File: src/rtl/psone_pad_bridge.sv
// PS1 gamepad to UART bridge.
// A start/stop key toggles continuous polling; each poll runs one multi-byte
// exchange on the pad bus (LSB first) and then dumps the received bytes as 8N1.
module psone_pad_bridge #(
    parameter int CLK_HZ       = 50_000_000,
    parameter int PAD_HALF_DIV = 100,
    parameter int BAUD_DIV     = 434,
    parameter int BYTE_GAP     = 500,
    parameter int POLL_GAP     = 50_000,
    parameter int NBYTES       = 9
) (
    input  logic iCLK,
    input  logic iRESET,
    input  logic iKEY_ST,
    output logic oCS,
    output logic oCLK,
    output logic oMOSI,
    input  logic iMISO,
    input  logic iACK,
    input  logic iRX,
    output logic oTX
);
    localparam int              BW        = (NBYTES > 1) ? $clog2(NBYTES) : 1;
    localparam logic [BW-1:0]   LAST_BYTE = BW'(NBYTES - 1);

    typedef enum logic [2:0] {
        S_IDLE, S_SEL, S_XFER, S_GAP, S_DESEL, S_DUMP, S_WAIT
    } state_t;

    state_t          r_state;
    state_t          w_state_nxt;
    logic [1:0]      r_key_s;
    logic            r_key_d;
    logic            r_run_en;
    logic [1:0]      r_miso_s;
    logic [1:0]      r_ack_s;
    logic [31:0]     r_tmr;
    logic [31:0]     w_limit;
    logic            w_tick;
    logic [4:0]      r_edge;
    logic [BW-1:0]   r_byte;
    logic            w_last_byte;
    logic [7:0]      w_cmd;
    logic [7:0]      r_shift;
    logic [7:0]      r_buf [NBYTES];
    logic [3:0]      r_bit;
    logic [BW-1:0]   r_idx;
    logic            r_cs;
    logic            w_cs_nxt;
    logic            r_clk;
    logic            r_mosi;
    logic            r_tx;
    logic            w_unused;

    // iACK and iRX are reserved inputs; CLK_HZ only documents the divider basis
    assign w_unused    = ^{r_ack_s[1], iRX, (CLK_HZ > 0)};
    assign w_last_byte = (r_byte == LAST_BYTE);

    assign oCS   = r_cs;
    assign oCLK  = r_clk;
    assign oMOSI = r_mosi;
    assign oTX   = r_tx;

    // Key synchroniser and rising-edge toggle of the polling enable
    always_ff @(posedge iCLK) begin
        if (!iRESET) begin
            r_key_s  <= 2'b00;
            r_key_d  <= 1'b0;
            r_run_en <= 1'b0;
        end else begin
            r_key_s <= {r_key_s[0], iKEY_ST};
            r_key_d <= r_key_s[1];
            if (r_key_s[1] && !r_key_d) begin
                r_run_en <= !r_run_en;
            end
        end
    end

    // Pad-side input synchronisers (data path, no reset needed)
    always_ff @(posedge iCLK) begin
        r_miso_s <= {r_miso_s[0], iMISO};
        r_ack_s  <= {r_ack_s[0], iACK};
    end

    // Per-state interval length and end-of-interval strobe
    always_comb begin
        w_limit = 32'(PAD_HALF_DIV);
        case (r_state)
            S_GAP:   w_limit = 32'(BYTE_GAP);
            S_DUMP:  w_limit = 32'(BAUD_DIV);
            S_WAIT:  w_limit = 32'(POLL_GAP);
            default: w_limit = 32'(PAD_HALF_DIV);
        endcase
        w_tick = (r_tmr == (w_limit - 32'd1));
    end

    // Interval timer restarts on every state change and every strobe
    always_ff @(posedge iCLK) begin
        if (!iRESET || (r_state == S_IDLE) || (w_state_nxt != r_state) || w_tick) begin
            r_tmr <= 32'd0;
        end else begin
            r_tmr <= r_tmr + 32'd1;
        end
    end

    // State register
    always_ff @(posedge iCLK) begin
        if (!iRESET) begin
            r_state <= S_IDLE;
        end else begin
            r_state <= w_state_nxt;
        end
    end

    // Next-state logic
    always_comb begin
        w_state_nxt = r_state;
        case (r_state)
            S_IDLE:  if (r_run_en) w_state_nxt = S_SEL;
            S_SEL:   if (w_tick) w_state_nxt = S_XFER;
            S_XFER:  if (w_tick && (r_edge == 5'd16)) w_state_nxt = w_last_byte ? S_DESEL : S_GAP;
            S_GAP:   if (w_tick) w_state_nxt = S_XFER;
            S_DESEL: if (w_tick) w_state_nxt = S_DUMP;
            S_DUMP:  if (w_tick && (r_bit == 4'd9) && (r_idx == LAST_BYTE)) w_state_nxt = S_WAIT;
            S_WAIT:  if (w_tick) w_state_nxt = r_run_en ? S_SEL : S_IDLE;
            default: w_state_nxt = S_IDLE;
        endcase
    end

    // Output decode: select is held low from SEL through DESEL; command byte by index
    always_comb begin
        w_cs_nxt = 1'b1;
        case (w_state_nxt)
            S_SEL, S_XFER, S_GAP, S_DESEL: w_cs_nxt = 1'b0;
            default:                       w_cs_nxt = 1'b1;
        endcase
        if (r_byte == BW'(0)) begin
            w_cmd = 8'h01;
        end else if (r_byte == BW'(1)) begin
            w_cmd = 8'h42;
        end else begin
            w_cmd = 8'h00;
        end
    end

    // Pad bus: select, clock edges 1..16, command bits and byte index
    always_ff @(posedge iCLK) begin
        if (!iRESET) begin
            r_cs   <= 1'b1;
            r_clk  <= 1'b1;
            r_mosi <= 1'b1;
            r_edge <= 5'd0;
            r_byte <= '0;
        end else begin
            r_cs <= w_cs_nxt;
            case (r_state)
                S_XFER: begin
                    if (w_tick) begin
                        if (r_edge == 5'd16) begin
                            r_edge <= 5'd0;
                            r_mosi <= 1'b1;
                            if (w_last_byte) begin
                                r_byte <= '0;
                            end
                        end else begin
                            r_edge <= r_edge + 5'd1;
                            // next edge odd -> clock falls and a new command bit goes out
                            r_clk  <= r_edge[0];
                            if (!r_edge[0]) begin
                                r_mosi <= w_cmd[r_edge[3:1]];
                            end
                        end
                    end
                end
                S_GAP: begin
                    if (w_tick) begin
                        r_byte <= r_byte + BW'(1);
                    end
                end
                default: begin
                end
            endcase
        end
    end

    // Receive shift register and frame buffer (written only during XFER)
    always_ff @(posedge iCLK) begin
        if ((r_state == S_XFER) && w_tick) begin
            if (r_edge == 5'd16) begin
                r_buf[r_byte] <= r_shift;
            end else if (r_edge[0]) begin
                r_shift[r_edge[3:1]] <= r_miso_s[1];
            end
        end
    end

    // UART 8N1 transmitter walking the frozen buffer
    always_ff @(posedge iCLK) begin
        if (!iRESET) begin
            r_tx  <= 1'b1;
            r_bit <= 4'd0;
            r_idx <= '0;
        end else if ((r_state == S_DESEL) && w_tick) begin
            r_tx  <= 1'b0;
            r_bit <= 4'd0;
            r_idx <= '0;
        end else if ((r_state == S_DUMP) && w_tick) begin
            if (r_bit == 4'd9) begin
                if (r_idx == LAST_BYTE) begin
                    r_tx <= 1'b1;
                end else begin
                    r_idx <= r_idx + BW'(1);
                    r_bit <= 4'd0;
                    r_tx  <= 1'b0;
                end
            end else begin
                r_bit <= r_bit + 4'd1;
                r_tx  <= (r_bit == 4'd8) ? 1'b1 : r_buf[r_idx][r_bit[2:0]];
            end
        end
    end

endmodule

File: config.mk
export PLATFORM = sky130hd
export DESIGN_NAME = psone_pad_bridge
export DESIGN_NICKNAME = d
export VERILOG_FILES = /design/src/rtl/psone_pad_bridge.sv
export SDC_FILE = /design/constraint.sdc
export NUM_CORES = 1
export LEC_CHECK = 0
export BUFFER_PORTS_ARGS = -buffer_cell sky130_fd_sc_hd__buf_2
export CORE_ASPECT_RATIO = 0.5
export CORE_MARGIN = 4
export CORE_UTILIZATION = 62
export DETAILED_ROUTE_END_ITERATION = 12
export PLACE_DENSITY = 0.88
export RECOVER_POWER = 50
export SYNTH_ARGS = -nofsm -noshare
export SYNTH_HDL_FRONTEND = slang
export SYNTH_SLANG_ARGS = --single-unit
File: constraint.sdc
create_clock -name iCLK -period 4.2 [get_ports iCLK]
set_input_delay 0.84 -clock iCLK [delete_from_list [all_inputs] [get_ports iCLK]]
set_output_delay 0.84 -clock iCLK [all_outputs]
set_load 0.1 [all_outputs]
* After elaboration in Yosys (flattened, before gate mapping)
Memory sizes are Yosys's and may differ from the RTL's. A register that Yosys moved wholly into a read port is not among the register bits.
Cells that the tools add are included.
** Operators by class
- $add $sub $neg :: 6
- $lt $le $gt $ge :: 3
- Equality and inequality tests :: 24
- Muxes and demuxes :: 40
- Bitwise gates (word level) :: 3
- Reductions and logical operators :: 28
** Operators by type and width (number)
- one-hot mux 16 bit (3 select lines) :: 1
- adder 32 x 1 -> 32 bit, second input constant :: 1
- equality test 32 bit :: 1
- 2-to-1 mux 4 bit :: 8
- subtractor 32 x 1 -> 32 bit, second input constant :: 1
- 2-to-1 mux 3 bit :: 7
- one-hot mux 3 bit (6 select lines) :: 1
- equality test 4 bit, second input constant :: 4
- 2-to-1 mux 1 bit :: 15
- 2-to-1 mux 7 bit :: 2
- adder 4 x 1 -> 4 bit, second input constant :: 3
- equality test 3 x 2 -> 1 bit, second input constant :: 4
- equality test 3 bit, second input constant :: 4
- AND reduction 3 bit :: 4
- inequality test 2 bit, second input constant :: 5
- bitwise mux 8 bit :: 1
- logical AND 1 bit :: 8
- less-than comparator 3 x 4 -> 1 bit, second input constant :: 2
- one-hot mux 4 bit (2 select lines) :: 1
- binary-select mux 1 bit (select 3 bit) :: 2
- equality test 3 x 1 -> 1 bit, second input constant :: 2
- adder 5 x 1 -> 5 bit, second input constant :: 1
- equality test 5 bit, second input constant :: 1
- 2-to-1 mux 5 bit :: 1
- other kinds (15) :: 24
** Word-level totals
- Register bits after elaboration :: 70
- Bits in writable memories :: 72
- Output and inout bits :: 4
- Word-level logic and storage cells :: 120
- Memories kept :: 1
** Memory list
- r_buf :: words 9, width 8, read ports 1, clocked after Yosys merged registers in 1, write ports 1, RTL line 45 : logic [7:0] r_buf [NBYTES];

* Longest topological paths before layout
Gate-level depths: netlist of run 1.
- Depth after elaboration :: 11
- Depth in mapped cells :: 13
- Gate-level depth less buffers :: 11

* Worst setup path after synthesis of run 1
No wires, ideal clock.
- Path type :: register to register
- Start point :: register r_state[1]
- End point :: memory r_buf[6][0] (enable)
- Data arrival time :: 3.329 ns
- Slack :: 0.500 ns
- Cell stages (with the launch flop) :: 14
- Path buffers :: 3
- Period minus slack after synthesis :: 3.700 ns
- Path through :: dfxtp_1 -> clkbuf_1 -> clkbuf_1 -> nand2_1 -> a21boi_0 -> ha_1 -> xnor2_1 -> or4_2 -> nor4_1 -> nand3_1 -> nor3_1 -> buf_2 -> nand4b_1 -> nor2_1
** On the way
- Cells in the longest elaborated chain, start to end :: 7
** Ends and longest elaborated chain
- from (decl) :: RTL line 30 : state_t r_state;
- from (signal assigned) :: RTL line 111 : r_state <= w_state_nxt;
- equality test 3 bit / equality test 3 x 2 -> 1 bit (equally long branches) :: RTL line 88 : case (r_state)
- one-hot mux 16 bit (3 select lines) :: RTL line 88
- subtractor 32 x 1 -> 32 bit :: RTL line 94 : w_tick = (r_tmr == (w_limit - 32'd1));
- equality test 32 bit :: RTL line 94
- logical AND 1 bit * :: RTL line 188 : if ((r_state == S_XFER) && w_tick) begin
- 2-to-1 mux 1 bit * :: RTL line 188
- 2-to-1 mux 1 bit (implied by the code) * :: RTL line 190 : r_buf[r_byte] <= r_shift;
- to (decl) :: RTL line 45
Mark *: on every way between the ends. The rest lies on a longest branch, timed or not.

* Worst setup path in the final report of run 1
- Start point :: register r_state[1]
- End point :: memory r_buf[0][3] (enable)
Same word-level chain as after synthesis.

==> results.json, run 1 <==
{
  "status": "finished, final reports clean",
  "cp.arrival_ps": 3770,
  "path_max_fanout": 19,
  "yosysTopAreaCellShare_pct": 37.43,
  "clock_sinks": 146,
  "cts.path.max_buffers": 2,
  "ios": 10,
  "period_share_pct": 88.56,
  "htreeDepth": 4,
  "final_common_cell": "edfxtp_1",
  "wirelength_mm": 12.65,
  "fin_crit_ps": 3720,
  "yosysTopAreaCell": "edfxtp_1",
  "grt_pass1_vias": 4310,
  "cp-start-kind": "flop",
  "worst_pin_slew_ps": 1188,
  "maxCapViolCount": 0,
  "grt_pass1_wl_mm": 21.61,
  "synth_nets": 548,
  "clk_pin_slew_ps": 60,
  "detail-route-antenna-nets": 0,
  "first_pass_iters": 5,
  "cts_resized": 0,
  "endpoint_kind": "flop",
  "crit_required_ps": 4250,
  "clock.fmax_mhz": 268.8,
  "die_x_um": 151.9,
  "postCtsSetupRepairBufs": 0,
  "fillers": 617,
  "synth_cell_types": 58,
  "synth_cells": 532,
  "grt_overflow": 0,
  "placement.io_buffers": 7,
  "setup_viol": 0,
  "num_rows": 25,
  "layout_common_cells": "edfxtp_1 (80), nor2_1 (67), dfxtp_1 (66), nand3_1 (30), xnor2_1 (21)",
  "dpl_cell_area_sq_um": 6600,
  "drt-wirelength-per-cell_um": 18.20,
  "place_ws_ps": 512.6,
  "critPathLaunch": "r_state[1]",
  "nets": 563,
  "grtUsageTotal_pct": 22.72,
  "relSlewSlack_pct": 21.11,
  "drtIter0Drc": 350,
  "gp_congestion": 0.8802,
  "ys_seq_elements": 146,
  "postCtsHoldBufs": 0,
  "peakVddDrop_uv": 333.2,
  "core_sq_um": 9759,
  "grt_max_degree": 33,
  "hold_viol_final": 0,
  "multiInputGateArea_sq_um": 2506,
  "ys_warn_count": 0,
  "worstReg2RegStart": "r_state[1]",
  "finClkSkew_ps": 11.35,
  "syn_to_final_growth_pct": 11.74,
  "initial_utilization_pct": 65.76,
  "viasPerCell": 6.128,
  "timing_worst_setup_path_type": "flop to flop",
  "vias": 4259,
  "diodes": 0,
  "power.density_nw_per_um2": 430.2,
  "dieArea_sq_um": 12140,
  "synth_edf_count": 80,
  "cts_tree": "done",
  "async_reset_ff_share_pct": 0,
  "seq_area_sq_um": 3724,
  "insertion_delay_ps": 420,
  "antenna_found_initial": 0,
  "ys_seq_area_share_pct": 58.02,
  "dpl.hpwl_mm": 8.321,
  "cts_root_buffer": "clkbuf_16",
  "synthTopCellsByArea": "edfxtp_1 (37%), dfxtp_1 (21%), mux4_2 (6.7%)",
  "drc": 0,
  "cellLeakagePower_nw": 2.368,
  "final_area_sq_um": 7171,
  "die_h_um": 79.94,
  "syn_area_sq_um": 6417,
  "hold_path_class": "flop to flop",
  "cts_inserted_buffers": 17,
  "drive_gt1_share_pct": 13.04,
  "tns_ps": 0,
  "min-delay-start": "r_miso_s[0]",
  "syn_avg_cell_area_sq_um": 12.06,
  "finalMaxSlewViolations": 0,
  "synth_flop_cell": "edfxtp_1",
  "rsz0062_at_grt": "no",
  "setup_ws_ps": 480.3
}
cell type report:
type | count | share of cell area, %
well taps | 135 | 2.356
flip-flops and latches | 146 | 51.93
inverters | 20 | 1.047
repair buffers | 17 | 1.413
clock inverters | 14 | 2.321
clock buffers | 18 | 5.985
multi-input cells | 345 | 34.95
cell usage after synthesis, types with 10 or more instances:
cell type	n
o21ai_0	12
ha_1	10
nand3_1	29
nor4_1	11
xor2_1	18
dfxtp_1	66
mux4_2	19
and2_1	10
inv_1	19
edfxtp_1	80
nor2_1	67
a21oi_1	12
nand2_1	19
and3_1	17
clkbuf_1	16
xnor2_1	21
cell families (layout without fill, tap and decap cells):
group,after synthesis,in the layout,share of synthesized area [%]
compound gates,50,50,5.011
mux,34,34,9.144
simple gates,212,212,17.88
buf+inv,41,69,2.671
xor+xnor,39,39,5.323
flops,146,146,58.02
fa+ha+maj,10,10,1.950
worst paths after layout:
| kind | endpoint | slack, ps | cells after the start |
|---|---|---|---|
| setup / recovery | r_buf[0][3] | 480 | 10 |
| hold / removal | r_miso_s[1] | 360 | 0 |
| setup reg to reg | r_buf[0][3] | 480 | 10 |
| hold reg to reg | r_miso_s[1] | 360 | 0 |
sequential cells by signal, indices dropped and copies added, names as in the netlist, 3 cells and up, named ones only:
name / count
r_edge: 5
r_bit: 4
r_tmr: 32
r_byte: 4
r_state: 3
r_idx: 4
r_buf: 72
r_shift: 8
worst max-delay path: stages (launching register included):
cell and delay, ps:
dfxtp_1 660, nand2_1 190, a21boi_0 200, ha_1 260
xnor2_1 140, or4_2 610, nor4_1 290, nand3_1 100
nor3_1 150, buf_4 210, and4_1 540
metal layers:
layer  wire (um)  GRT usage [%]
met3         787          5.577
met1        5516          28.98
met5           0              0
met4         176          8.789
met2        6166          38.14
metrics by stage:
stage | util, % | power (mW) | hold slack, ps | cells
floorplan | - | 1.583 | 309.6 | 532
CTS | 73.73 | 3.108 | 353.9 | 695
finish | 73.47 | 3.085 | 356.2 | 695
global placement | 67.63 | 1.594 | 310.5 | 663
global route | 73.47 | 3.184 | 362.8 | 695
detailed placement | 67.63 | 1.597 | 337.5 | 663
report_power, final:
| part | total [mW] | switching (mW) | internal [mW] |
|---|---|---|---|
| Sequential | 1.50 | 0.00664 | 1.50 |
| Clock | 1.52 | 0.623 | 0.897 |
| Combinational | 0.0593 | 0.0417 | 0.0175 |
(Power assumes the default switching activity.)
==> run 2: changes to the inputs <==
--- a/config.mk
+++ b/config.mk
@@ -6,11 +6,13 @@
 export NUM_CORES = 1
 export LEC_CHECK = 0
 export BUFFER_PORTS_ARGS = -buffer_cell sky130_fd_sc_hd__buf_2
+export CELL_PAD_IN_SITES_DETAIL_PLACEMENT = 0
+export CELL_PAD_IN_SITES_GLOBAL_PLACEMENT = 1
 export CORE_ASPECT_RATIO = 0.5
 export CORE_MARGIN = 4
-export CORE_UTILIZATION = 62
+export CORE_UTILIZATION = 51
 export DETAILED_ROUTE_END_ITERATION = 12
-export PLACE_DENSITY = 0.88
+export PLACE_DENSITY = 0.87
 export RECOVER_POWER = 50
 export SYNTH_ARGS = -nofsm -noshare
 export SYNTH_HDL_FRONTEND = slang
==> results.json, run 2 (same netlist as run 1, synthesis figures left out) <==
{
  "drive_gt1_share_pct": 13.32,
  "maxCapViolCount": 0,
  "grt_pass1_wl_mm": 20.13,
  "clk_pin_slew_ps": 60,
  "grt_max_degree": 33,
  "postCtsSetupRepairBufs": 0,
  "vias": 4057,
  "grt_overflow": 0,
  "largest_reg_flops": 72,
  "cellLeakagePower_nw": 2.383,
  "hold_path_class": "flop to flop",
  "num_rows": 28,
  "die_x_um": 166.6,
  "diodes": 0,
  "antenna_found_initial": 0,
  "cp.arrival_ps": 3740,
  "cp-start-kind": "flop",
  "grtUsageTotal_pct": 17.76,
  "finClkSkew_ps": 12.24,
  "finalMaxSlewViolations": 0,
  "clock.fmax_mhz": 270.5,
  "fillers": 959,
  "cts_tree": "done",
  "wirelength_mm": 12.21,
  "drt-wirelength-per-cell_um": 16.77,
  "die_h_um": 87.32,
  "cts_root_buffer": "clkbuf_16",
  "grt_pass1_vias": 4009,
  "cts_inserted_buffers": 17,
  "finish.utilization_pct": 60.01,
  "crit_required_ps": 4250,
  "rsz0062_at_grt": "no",
  "clock_sinks": 146,
  "dieArea_sq_um": 14550,
  "fin_crit_ps": 3697,
  "hold_viol_final": 0,
  "cts_resized": 0,
  "viasPerCell": 5.573,
  "worst_hold_slack_ps": 325.7,
  "dpl.hpwl_mm": 7.932,
  "peakVddDrop_uv": 280.8,
  "detail-route-antenna-nets": 0,
  "registers.top_by_ff_count": "r_buf",
  "setup_viol": 0,
  "timing_worst_setup_path_type": "flop to flop",
  "ios": 10,
  "path_max_fanout": 12,
  "status": "finished, final reports clean",
  "htreeDepth": 4,
  "endpoint_kind": "flop",
  "initial_utilization_pct": 53.25,
  "drc": 0,
  "cts.path.max_buffers": 2,
  "tns_ps": 0,
  "worst_pin_slew_ps": 1166,
  "power.density_nw_per_um2": 427.3,
  "gp_congestion": 0.8208,
  "insertion_delay_ps": 410,
  "postCtsHoldBufs": 0,
  "drtIter0Drc": 287,
  "first_pass_iters": 5,
  "syn_to_final_growth_pct": 12.69,
  "nets": 566,
  "layout_common_cells": "edfxtp_1 (80), nor2_1 (67), dfxtp_1 (66), nand3_1 (30), xnor2_1 (21)",
  "core_sq_um": 12050,
  "final_common_cell": "edfxtp_1",
  "period_share_pct": 88.03,
  "placement.io_buffers": 7,
  "relSlewSlack_pct": 22.63
}
-- run 2: changes by cell type in the layout (fill, tap and decap cells not counted) --
cell,change
buf_4,+3
clkinv_1,+1
clkinv_4,+1
inv_8,+1
clkinv_2,-1
inv_6,-2
-- run 2: worst max-delay path: stages, from the launching register on --
cell and delay, ps:
dfxtp_1 500, buf_4 230, nand2b_1 70, a21boi_0 210, ha_1 280, xor2_1 110
or4_2 640, nor4_1 290, nand3_1 110, nor3_1 150, buf_4 210, and4_1 530
-- run 2: layout make-up --
type	count	area, sq um	area share [%]
clock buffers	18	429.2	5.934
well taps	165	206.4	2.855
inverters	20	75.07	1.038
repair buffers	20	123.9	1.713
flip-flops and latches	146	3724	51.49
clock inverters	14	167.7	2.318
multi-input cells	345	2506	34.65
-- run 2: power breakdown --
part	internal (mW)	total, mW	switching [mW]	leakage [nW]
clock	0.897	1.53	0.628	0.287
sequential	1.50	1.50	0.00627	1.25
combinational	0.0183	0.0605	0.0422	0.843
total	2.41	3.09	0.677	2.38
-- run 2: final timing paths --
path                     from           to  slack [ps]  depth (start not counted)
hold reg to reg   r_miso_s[0]  r_miso_s[1]         330                          0
setup reg to reg   r_state[0]  r_buf[0][7]         500                         11
hold / removal    r_miso_s[0]  r_miso_s[1]         330                          0
setup / recovery   r_state[0]  r_buf[0][7]         500                         11
-- run 2: through the flow --
stage               instance area [sq um]  worst slack [ps]  cells  power, mW
CTS                                  7257             523.7    728      3.115
finish                               7232             502.8    728      3.090
floorplan                            6417             499.9    532      1.583
detailed placement                   6660             559.3    696      1.597
global placement                     6660             606.2    696      1.597
global route                         7232             225.3    728      3.191
-- run 2: layer usage --
layer / wire, um / track usage (%) / share of wire [%] / vias to the layer above
li1: - / - / - / 1989
met4: 138 / 5.345 / 1.1 / 0
met2: 5597 / 28.99 / 46 / 92
met5: 0 / 0 / 0 / -
met3: 660 / 4.805 / 5.4 / 13
met1: 5814 / 23.69 / 48 / 1963
